`config.mk`:
```
export PLATFORM = sky130hd
export DESIGN_NAME = ps2_scancode_sequencer
export DESIGN_NICKNAME = d
export VERILOG_FILES = /design/src/rtl/ps2_pkg.sv /design/src/rtl/ps2_evt_fifo.sv /design/src/rtl/ps2_scancode_sequencer.sv
export SDC_FILE = /design/constraint.sdc
export NUM_CORES = 1
export LEC_CHECK = 0
export BUFFER_PORTS_ARGS = -buffer_cell sky130_fd_sc_hd__buf_2
export CAP_MARGIN = 25
export CORE_MARGIN = 8
export CORE_UTILIZATION = 55
export CTS_BUF_LIST = sky130_fd_sc_hd__clkbuf_8
export CTS_CLUSTER_DIAMETER = 40
export DETAILED_ROUTE_END_ITERATION = 10
export PLACE_DENSITY = 0.71
export SYNTH_ARGS = -nofsm -noshare
export SYNTH_HDL_FRONTEND = slang
export SYNTH_SLANG_ARGS = --single-unit
```
`constraint.sdc`:
```
create_clock -name clk -period 5.2 [get_ports clk]
set_input_delay 0.78 -clock clk [delete_from_list [all_inputs] [get_ports clk]]
set_output_delay 0.78 -clock clk [all_outputs]
set_load 0.03 [all_outputs]
```
`src/rtl/ps2_pkg.sv`:
```
// ps2_pkg
// Shared definitions for the PS/2 scan-code sequencer:
//   - Set-2 prefix and keyboard status byte constants
//   - the eight-byte Pause make sequence
//   - the key event record carried through the event FIFO
//   - the sequencer state enumeration
//   - small helpers to classify bytes and build event records
package ps2_pkg;

    // Prefix bytes
    localparam logic [7:0] PS2_EXT    = 8'hE0;
    localparam logic [7:0] PS2_BRK    = 8'hF0;
    localparam logic [7:0] PS2_PAUSE  = 8'hE1;

    // Keyboard status / protocol bytes that never start a key sequence
    localparam logic [7:0] PS2_BAT_OK = 8'hAA;
    localparam logic [7:0] PS2_ACK    = 8'hFA;
    localparam logic [7:0] PS2_ECHO   = 8'hEE;
    localparam logic [7:0] PS2_RESEND = 8'hFE;
    localparam logic [7:0] PS2_ERR0   = 8'h00;
    localparam logic [7:0] PS2_ERR1   = 8'hFF;

    // Pause sends E1 14 77 E1 F0 14 F0 77. Entry [0] is the first byte.
    localparam logic [7:0][7:0] PAUSE_SEQ = {
        8'h77, 8'hF0, 8'h14, 8'hF0, 8'hE1, 8'h77, 8'h14, 8'hE1
    };

    // One decoded key event
    typedef struct packed {
        logic       pause;
        logic       brk;
        logic       ext;
        logic [7:0] code;
    } ps2_evt_t;

    typedef enum logic [2:0] {
        ST_IDLE,
        ST_E0,
        ST_F0,
        ST_E0F0,
        ST_PAUSE
    } ps2_state_t;

    // True for bytes the keyboard sends about itself rather than about a key
    function automatic logic is_status(input logic [7:0] b);
        return b inside {PS2_BAT_OK, PS2_ACK, PS2_ECHO, PS2_RESEND,
                         PS2_ERR0, PS2_ERR1};
    endfunction

    function automatic ps2_evt_t mk_evt(input logic [7:0] code,
                                        input logic       ext,
                                        input logic       brk,
                                        input logic       pause);
        ps2_evt_t e;
        e.code  = code;
        e.ext   = ext;
        e.brk   = brk;
        e.pause = pause;
        return e;
    endfunction

endpackage

```
`src/rtl/ps2_evt_fifo.sv`:
```
// ps2_evt_fifo
// First-word-fall-through FIFO of ps2_evt_t records built on registered
// storage. The head entry is visible on `head` whenever `empty` is low.
// While empty, `head` keeps showing the last entry that was at the head
// so downstream field outputs do not toggle on idle cycles.
//
// Ports:
//   clk       system clock
//   rst       synchronous active-high reset (empties FIFO, clears flags)
//   push      write request for push_evt
//   push_evt  record to write
//   full      FIFO holds DEPTH entries
//   pop       consumer accepts head; ignored when empty
//   head      head record (last head while empty)
//   empty     FIFO holds no entries
//   overflow  sticky: a push was dropped because the FIFO was full
module ps2_evt_fifo
    import ps2_pkg::*;
#(
    parameter int DEPTH = 4
) (
    input  logic     clk,
    input  logic     rst,
    input  logic     push,
    input  ps2_evt_t push_evt,
    output logic     full,
    input  logic     pop,
    output ps2_evt_t head,
    output logic     empty,
    output logic     overflow
);

    localparam int PTR_W = (DEPTH > 1) ? $clog2(DEPTH) : 1;
    localparam int CNT_W = PTR_W + 1;

    ps2_evt_t             mem_q [DEPTH];
    ps2_evt_t             last_q;
    logic [PTR_W-1:0]     wr_ptr_q;
    logic [PTR_W-1:0]     rd_ptr_q;
    logic [CNT_W-1:0]     cnt_q;
    logic                 ovf_q;
    logic                 do_push;
    logic                 do_pop;

    assign empty = (cnt_q == '0);
    assign full  = (cnt_q == CNT_W'(DEPTH));

    // A pop on a full FIFO frees the slot the simultaneous push lands in
    assign do_pop  = pop && !empty;
    assign do_push = push && (!full || do_pop);

    assign head     = empty ? last_q : mem_q[rd_ptr_q];
    assign overflow = ovf_q;

    // Control: pointers, occupancy, sticky overflow
    always_ff @(posedge clk) begin
        if (rst) begin
            wr_ptr_q <= '0;
            rd_ptr_q <= '0;
            cnt_q    <= '0;
            ovf_q    <= 1'b0;
        end else begin
            if (do_push) begin
                wr_ptr_q <= wr_ptr_q + PTR_W'(1);
            end
            if (do_pop) begin
                rd_ptr_q <= rd_ptr_q + PTR_W'(1);
            end
            unique case ({do_push, do_pop})
                2'b10:   cnt_q <= cnt_q + CNT_W'(1);
                2'b01:   cnt_q <= cnt_q - CNT_W'(1);
                default: cnt_q <= cnt_q;
            endcase
            if (push && !do_push) begin
                ovf_q <= 1'b1;
            end
        end
    end

    // Storage: no reset needed, entries are only read while counted valid
    always_ff @(posedge clk) begin
        if (do_push) begin
            mem_q[wr_ptr_q] <= push_evt;
        end
    end

    // Shadow of the head so the outputs read all-zero out of reset and
    // hold steady once the FIFO drains
    always_ff @(posedge clk) begin
        if (rst) begin
            last_q <= '0;
        end else if (!empty) begin
            last_q <= mem_q[rd_ptr_q];
        end
    end

endmodule

```
`src/rtl/ps2_scancode_sequencer.sv`:
```
// ps2_scancode_sequencer
// Turns the raw Set-2 byte stream from a PS/2 byte decoder into single key
// events. E0 (extended) and F0 (break) prefixes are folded into flags on
// the final code byte, the eight-byte E1 Pause sequence becomes one event,
// and keyboard status bytes are filtered out. A stalled multi-byte sequence
// is abandoned after TIMEOUT_CYCLES quiet cycles. Events are queued in a
// small FWFT FIFO read with a valid/ready handshake.
//
// Ports:
//   clk           system clock
//   rst           synchronous active-high reset
//   code_i        scan-code byte from the decoder
//   code_valid_i  one-cycle strobe qualifying code_i
//   evt_valid_o   an event is at the FIFO head
//   evt_ready_i   consumer takes the head event (pop on valid && ready)
//   evt_code_o    key code of the head event (00 for Pause)
//   evt_ext_o     head event had an E0 prefix
//   evt_break_o   head event had an F0 prefix (key release)
//   evt_pause_o   head event is the Pause key
//   overflow_o    sticky: an event was dropped on a full FIFO
//   timeout_o     one-cycle pulse: a partial sequence was abandoned
//   busy_o        a multi-byte sequence is in progress
module ps2_scancode_sequencer
    import ps2_pkg::*;
#(
    parameter int FIFO_DEPTH     = 4,
    parameter int TIMEOUT_CYCLES = 50000
) (
    input  logic       clk,
    input  logic       rst,
    input  logic [7:0] code_i,
    input  logic       code_valid_i,
    output logic       evt_valid_o,
    input  logic       evt_ready_i,
    output logic [7:0] evt_code_o,
    output logic       evt_ext_o,
    output logic       evt_break_o,
    output logic       evt_pause_o,
    output logic       overflow_o,
    output logic       timeout_o,
    output logic       busy_o
);

    localparam int TMR_W = (TIMEOUT_CYCLES > 2) ? $clog2(TIMEOUT_CYCLES) : 1;

    ps2_state_t       state_q;
    ps2_state_t       state_d;
    logic [2:0]       idx_q;
    logic [2:0]       idx_d;
    logic [TMR_W-1:0] tmr_q;
    logic             timeout_q;
    logic             busy_q;
    logic             expire;
    logic             push;
    ps2_evt_t         push_evt;
    ps2_evt_t         head;
    logic             fifo_empty;
    logic             fifo_full_unused;

    // A byte arriving in the expiry cycle wins over the timeout
    assign expire = (state_q != ST_IDLE) && !code_valid_i &&
                    (tmr_q == TMR_W'(TIMEOUT_CYCLES - 1));

    // The event is pushed in the same cycle as its final byte so that it
    // reaches the FIFO head on the following cycle.
    always_comb begin
        state_d  = state_q;
        idx_d    = idx_q;
        push     = 1'b0;
        push_evt = '0;
        if (code_valid_i) begin
            unique case (state_q)
                ST_IDLE: begin
                    if (code_i == PS2_EXT) begin
                        state_d = ST_E0;
                    end else if (code_i == PS2_BRK) begin
                        state_d = ST_F0;
                    end else if (code_i == PS2_PAUSE) begin
                        state_d = ST_PAUSE;
                        idx_d   = 3'd1;
                    end else if (!is_status(code_i)) begin
                        push     = 1'b1;
                        push_evt = mk_evt(code_i, 1'b0, 1'b0, 1'b0);
                    end
                end
                ST_E0: begin
                    if (code_i == PS2_BRK) begin
                        state_d = ST_E0F0;
                    end else if (code_i != PS2_EXT) begin
                        push     = 1'b1;
                        push_evt = mk_evt(code_i, 1'b1, 1'b0, 1'b0);
                        state_d  = ST_IDLE;
                    end
                end
                ST_F0: begin
                    push     = 1'b1;
                    push_evt = mk_evt(code_i, 1'b0, 1'b1, 1'b0);
                    state_d  = ST_IDLE;
                end
                ST_E0F0: begin
                    push     = 1'b1;
                    push_evt = mk_evt(code_i, 1'b1, 1'b1, 1'b0);
                    state_d  = ST_IDLE;
                end
                ST_PAUSE: begin
                    // Any deviation from the fixed sequence drops the
                    // whole thing, including the offending byte.
                    if (code_i == PAUSE_SEQ[idx_q]) begin
                        if (idx_q == 3'd7) begin
                            push     = 1'b1;
                            push_evt = mk_evt(8'h00, 1'b0, 1'b0, 1'b1);
                            state_d  = ST_IDLE;
                        end else begin
                            idx_d = idx_q + 3'd1;
                        end
                    end else begin
                        state_d = ST_IDLE;
                    end
                end
                default: state_d = ST_IDLE;
            endcase
        end else if (expire) begin
            state_d = ST_IDLE;
        end
    end

    // Sequencer registers
    always_ff @(posedge clk) begin
        if (rst) begin
            state_q   <= ST_IDLE;
            idx_q     <= '0;
            tmr_q     <= '0;
            timeout_q <= 1'b0;
            busy_q    <= 1'b0;
        end else begin
            state_q   <= state_d;
            idx_q     <= idx_d;
            timeout_q <= expire;
            busy_q    <= (state_d != ST_IDLE);
            if (code_valid_i || (state_q == ST_IDLE) || expire) begin
                tmr_q <= '0;
            end else begin
                tmr_q <= tmr_q + TMR_W'(1);
            end
        end
    end

    // The FIFO drops and flags pushes on its own, so its full flag is
    // not needed here.
    ps2_evt_fifo #(
        .DEPTH (FIFO_DEPTH)
    ) u_fifo (
        .clk      (clk),
        .rst      (rst),
        .push     (push),
        .push_evt (push_evt),
        .full     (fifo_full_unused),
        .pop      (evt_ready_i),
        .head     (head),
        .empty    (fifo_empty),
        .overflow (overflow_o)
    );

    assign evt_valid_o = !fifo_empty;
    assign evt_code_o  = head.code;
    assign evt_ext_o   = head.ext;
    assign evt_break_o = head.brk;
    assign evt_pause_o = head.pause;
    assign timeout_o   = timeout_q;
    assign busy_o      = busy_q;

endmodule

```
==> results of run 1 <==
[power by group]
part	total (uW)	internal (uW)	switching, uW
registers	916	863	53.5
logic	603	257	347
clock network	498	229	269
total	2020	1350	669
[logic make-up (layout without fill, tap and decap cells)]
logic type / after synthesis / in the layout / share of synthesized area
adder cells (fa/ha/maj): 12 / 12 / 0.0383
flip-flops: 95 / 95 / 0.569
AND/OR/NAND/NOR: 130 / 130 / 0.173
AO/OA/AOI/OAI: 30 / 30 / 0.0477
multiplexers: 28 / 28 / 0.106
buffers and inverters: 20 / 54 / 0.0185
XOR/XNOR: 22 / 22 / 0.0468
[worst paths after layout]
check	endpoint	slack (ps)	cells after the start
worst max-delay path	u_fifo.cnt_q[2]	1900	12
worst min-delay path	tmr_q[0]	450	1
worst max register to register	u_fifo.cnt_q[2]	2020	11
worst min register to register	tmr_q[0]	450	1
[metal layers]
layer / vias up / GRT usage
met1: 1247 / 0.198
met3: 15 / 0.0259
li1: 1270 / -
met5: - / 0
met2: 55 / 0.250
met4: 0 / 0.0711
[placed cells by master (no fill, tap or decap), types with 10 or more instances in the layout]
| cell type | instances |
|---|---|
| a21oi_1 | 11 |
| xor2_1 | 10 |
| inv_1 | 12 |
| and2_1 | 10 |
| edfxtp_1 | 44 |
| ha_1 | 11 |
| mux4_2 | 11 |
| nand2_1 | 13 |
| and3_1 | 12 |
| nor2b_1 | 14 |
| xnor2_1 | 12 |
| dfxtp_1 | 51 |
| nor2_1 | 35 |
| mux2_2 | 12 |
| buf_2 | 26 |
[worst register-to-register path: cells and delay by family (launching register included)]
kind,cells,cell delay (ps)
buffers and inverters,1,80
AOI/OAI and AO/OA,2,490
and+or+nand+nor,5,1560
adders and majority gates,2,420
xor gates and xnor gates,1,90
DFF,1,490
[metrics by stage]
| stage | area [sq um] | hold WS (ps) | utilization |
|---|---|---|---|
| detailed placement | 4340 | 436 | 0.598 |
| global placement | 4340 | 425 | 0.598 |
| CTS | 4540 | 450 | 0.626 |
| floorplan | 4110 | 413 | - |
| finish | 4540 | 446 | 0.626 |
| global route | 4540 | 471 | 0.626 |
[state kept, by name (all words and copies together) (netlist names), named ones only]
signal	cells
u_fifo.wr_ptr_q	2
state_q	3
tmr_q	16
u_fifo.cnt_q	3
u_fifo.last_q	11
idx_q	3
u_fifo.mem_q	44
u_fifo.overflow	1
busy_o	1
timeout_o	1
u_fifo.rd_ptr_q	2
[area by class of cell]
cell class                 instances  share of cell area
clock buffer                       9              0.0273
clock inverter                     7              0.0176
inverter                          12             0.00992
multi-input combinational        222               0.373
sequential                        95               0.516
tap                               99              0.0273
timing repair buffer              26              0.0287
==> results by group, run 1 <==
Worst setup path
  • Worst Path Arrival: 3600 ps
  • Setup crit start kind: primary input
  • Critical Path Start: code_i[3]
  • CP max-delay cell: or4b_1
  • Critical Path End Type: flop
  • CP max stage delay: 550 ps
  • Critical R2R Launch: state_q[2]
  • Worst-path maximum fanout: 7
  • Delay-heaviest family, CP: simple AND/OR/NAND/NOR gates
  • Buf/Inv on CP: 2
  • Worst setup path class: primary input to flop
  • CP Cell Sequence: buf_2 -> or4b_1 -> nand2b_1 -> or4_4 -> a211oi_2 -> nand2_2 -> ha_1 -> inv_1 -> fa_1 -> xor2_1 -> or3_1 -> a21oi_1
  • CP required: around 5500 ps

STA
  • Clk_skew: 7.64 ps
  • Final hold vios: 0
  • Max-slew headroom: 0.452
  • Slew @ Worst Pin: between 800 and 900 ps
  • Tcrit/Tclk final: 0.636
  • Total negative slack: 0 ps
  • Endpoints failing setup: 0
  • Min Tclk post-route: 3300 ps
  • Final Slew Violations: 0
  • Worst Slack Setup Final: ~1900 ps
  • Fmax: between 300 and 400 MHz
  • Unrepaired setup endpoints after global routing: false

Routing
  • WL final: around 7.4 mm
  • Number of remaining DRC errors: 0
  • Wire per inst: 15.8 um
  • Final antenna-violating net count: 0
  • Post-DR vias/cell: 5.50
  • Vias: 2587
  • Top sig layer: met4
  • Met3 wire len: 292 um
  • Initial DRC count: 100
  • DRT met1 WL: 3.52 mm
  • Drt pass-1 iters: 4
  • WL met2: 3.43 mm

Logic synthesis
  • Synthesized flop and latch total: 95
  • Dominant cell type by area after synthesis: edfxtp_1
  • Post-synth EDFFs: 44
  • Synth Area per Inst: 12.2 sq um
  • Syn_nets: approximately 360
  • Yosys warns: 0
  • Ys async rst share: 0
  • Mapped cell area: 4110 sq um
  • Commonest cells post-synth: 51 x dfxtp_1, 44 x edfxtp_1, 35 x nor2_1
  • Register area share after synthesis: 0.569
  • Ys flop type: dfxtp_1
  • Yosys cell types: 52
  • Top cells by area, synth: edfxtp_1 32%, dfxtp_1 25%, mux4_2 6.0%
  • Count leader, synth: dfxtp_1
  • Post-Syn Instances: between 300 and 400
  • Top-area cell type share of the netlist area: 0.321

Floorplanning
  • Initial Util: 0.567
  • Die height: 102 um
  • Die Footprint: 10500 sq um
  • Core area: a little over 7000 sq um
  • Ports: 27
  • Die span in x: 102 um
  • Rows: 31

Clock network
  • Worst-path clk slew: roughly 100 ps
  • Clk sinks: 95
  • Post-CTS Resized: 0
  • Setup Buffers After CTS: 0
  • Clock latency on the worst-skew pair: 360 ps
  • Post-CTS Hold Buffers: 0
  • Num CTS Buffers: 9
  • CTS tree: built
  • CTS max path bufs: 2
  • H-tree depth: 3
  • CTS root buffer: clkbuf_8

Layout
  • Fin cells: 470
  • ANT cells: 0
  • Area occupied by multi-input gates: between 1500 and 2000 sq um
  • Area Overhead vs Synth: 10.4%
  • Nets: 390
  • Reg area: 2340 sq um
  • Fillcell total: 597
  • Share of layout cells above drive strength 1: 0.199

Global route
  • Global route overflow: 0
  • Antenna violations before repair: 0
  • Vias in the first global route: 2594
  • First-pass GRT wire length: 12.5 mm
  • Largest net degree at the start of global routing: 34
  • All-Layer GR Usage: 0.155

Placement
  • Input/output buffers: 26
  • Setup WS pre-CTS: between 1500 and 2000 ps
  • Number of cells after detailed placement: 454
  • Dpl hpwl: between 5 and 6 mm
  • GP Congestion: 0.888

Power
  • Power per cell area: 444 nW/um^2
  • Leak Pwr: 0.00172 uW
  • Peak supply drop: between 0.15 and 0.2 mV
  • Total power draw: 2020 uW

Min path
  • Worst Hold Launch: tmr_q[0]
  • Hold WC Path Type: flop to flop

Flow run
  • MaxCap Viol Count: 0

Status
  • Outcome: finished, final reports clean
No activity file was read; power rests on OpenSTA's default activity.
==> inputs of run 2 (changes only) <==
- ABC_AREA: default -> 1
- clock period: 5.2 -> 3.4 ns (I/O delays scaled with it)
==> results by group, run 2 <==
Layout
  • Area occupied by multi-input gates: 1790 sq um
  • Share of layout cells above drive strength 1: 0.127
  • Commonest cells after routing, fill and taps aside: 123 x nand2_1, 77 x nor2_1, 62 x inv_1, 51 x dfxtp_1, 44 x edfxtp_1
  • Cell area after layout: 4880 sq um
  • Reg area: 2340 sq um
  • Area Overhead vs Synth: 9.90%
  • ANT cells: 0
  • Fin cells: approximately 660
  • Fillcell total: 676
  • Largest Register: u_fifo.mem_q
  • Nets: 576
  • Top flop regs: u_fifo.mem_q x44, tmr_q x16, u_fifo.last_q x11
  • Max reg flops: 44
  • Commonest non-fill, non-tap cell in the layout: nand2_1

Logic synthesis
  • Dominant cell type by area after synthesis: edfxtp_1
  • Syn_nets: 547
  • Commonest cells post-synth: 123 x nand2_1, 77 x nor2_1, 61 x inv_1
  • Post-synth EDFFs: 44
  • Count leader, synth: nand2_1
  • Register area share after synthesis: 0.528
  • Yosys warns: 0
  • Ys flop type: dfxtp_1
  • Synthesized flop and latch total: 95
  • Ys async rst share: 0
  • Top-area cell type share of the netlist area: 0.298
  • Top cells by area, synth: edfxtp_1 30%, dfxtp_1 23%, nand2_1 10%
  • Synth Area per Inst: 8.49 sq um
  • Mapped cell area: 4440 sq um
  • Yosys cell types: 37
  • Post-Syn Instances: approximately 520

Clock network
  • Worst-path clk slew: 90 ps
  • CTS tree: built
  • Clk sinks: 95
  • H-tree depth: 3
  • Post-CTS Resized: 0
  • Setup Buffers After CTS: 0
  • Post-CTS Hold Buffers: 0
  • Clock latency on the worst-skew pair: 360 ps
  • CTS max path bufs: 2
  • CTS root buffer: clkbuf_8
  • Num CTS Buffers: 9

Routing
  • Wire per inst: 13.3 um
  • Number of remaining DRC errors: 0
  • Final antenna-violating net count: 0
  • Initial DRC count: 138
  • Drt pass-1 iters: 4
  • Vias: 3407
  • WL final: 8.74 mm
  • Post-DR vias/cell: 5.17

Global route
  • Vias in the first global route: approximately 3.4k
  • All-Layer GR Usage: 0.163
  • Largest net degree at the start of global routing: 24
  • M1 GR Usage: 0.195
  • Global route overflow: 0
  • Grt peak-use layer: met2
  • Antenna violations before repair: 0
  • First-pass GRT wire length: ~15 mm
  • Met2 Use GR: 0.276
  • GR Util met3: 0.0353

Placement
  • Dpl hpwl: 6.32 mm
  • Setup WS pre-CTS: 439 ps
  • Placed inst area: 4680 sq um
  • Input/output buffers: 26
  • GP Congestion: ~0.9
  • Number of cells after detailed placement: 643

Worst setup path
  • Delay-heaviest family, CP: buffers and inverters
  • CP Cell Sequence: buf_4 -> inv_1 -> nor2_1 -> o32ai_1 -> nand2_1 -> nand2_1 -> buf_2
  • CP max stage delay: roughly 510 ps
  • Reg2reg path depth: 11
  • Setup crit start kind: flop
  • Levels on crit path: 7
  • Worst path most repeated cell: nand2_1
  • Worst Path Arrival: between 2000 and 2500 ps
  • CP required: between 2000 and 3000 ps
  • Buf/Inv on CP: 3
  • Worst setup path class: flop to output pin
  • Worst-path maximum fanout: 23
  • CP max-delay cell: inv_1
  • Critical Path End Type: output pin

Flow run
  • MaxCap Viol Count: 0

STA
  • Clk_skew: 13.4 ps
  • Final Slew Violations: 0
  • Endpoints failing setup: 0
  • Fmax: 368 MHz
  • Slew @ Worst Pin: 677 ps
  • Unrepaired setup endpoints after global routing: false
  • Min Tclk post-route: 2720 ps
  • Tcrit/Tclk final: 0.799
  • Total negative slack: 0 ps
  • Max-slew headroom: 0.548
  • Worst Slack Setup Final: 685 ps
  • Final hold vios: 0

Min path
  • Hold WC Path Type: flop to flop
  • Hold Path Stages: 2

Floorplanning
  • Rows: 32
  • Ports: 27
  • Die Footprint: 11200 sq um
  • Core area: roughly 8000 sq um
  • Die height: 106 um
  • Initial Util: 0.571
  • Die span in x: 106 um

Power
  • Peak supply drop: 0.219 mV
  • Power per cell area: 612 nW/um^2
  • Leak Pwr: 0.00203 uW
  • Total power draw: 2990 uW

Status
  • Outcome: finished, final reports clean
==> run 2: cell types whose count changed after synthesis, sizes merged, moves of 18 or more <==
cell   previous run  this run
o21ai             5        23
a21oi            11        33
nand3             5        30
nand2            14       128
nor2             35        80
inv              12        67
==> run 2: routing by layer <==
| layer | wire length [um] | vias up |
|---|---|---|
| met2 | 4190 | 57 |
| met3 | 341 | 15 |
| met5 | 0 | - |
| met1 | 4030 | 1557 |
| li1 | - | 1778 |
| met4 | 176 | 0 |
==> run 2: tightest hold or removal path: cells and delay by family (launching register included) <==
family                 cells  cell delay [ps]
flip-flops                 1              320
buffers and inverters      1               50
AO/OA/AOI/OAI              1               50
==> run 2: through the flow <==
stage          hold WS (ps)  utilization
2_1_floorplan           418            -
3_3_place_gp            425        0.603
3_5_place_dp            456        0.603
4_1_cts                 469        0.628
5_1_grt                 496        0.628
6_report                462        0.628
==> run 2: final cells by class <==
| type | count | area share |
|---|---|---|
| multi-input combinational | 348 | 0.368 |
| tap | 102 | 0.0262 |
| sequential | 95 | 0.480 |
| clock buffer | 9 | 0.0254 |
| clock inverter | 7 | 0.0144 |
| inverter | 67 | 0.0516 |
| timing repair buffer | 31 | 0.0344 |
==> run 2: cells by family (layout without fill, tap and decap cells) <==
group	after synthesis	after routing	share of synthesized area
DFF	95	95	0.528
buffers and inverters	80	114	0.0679
AOI/OAI and AO/OA	76	76	0.107
adders and majority gates	12	12	0.0355
and+or+nand+nor	255	255	0.252
xor gates and xnor gates	5	5	0.00987
==> run 2: final timing paths <==
path | start | to | slack (ps)
setup reg to reg | u_fifo.cnt_q[0] | u_fifo.cnt_q[2] | 720
setup / recovery | flop | evt_code_o[3] | 680
hold / removal | u_fifo.overflow | u_fifo.overflow | 460
hold reg to reg | u_fifo.overflow | u_fifo.overflow | 460
==> run 2: power breakdown <==
part	switching [uW]	internal, uW
registers	47.0	1310
clock network	400	342
logic	639	244
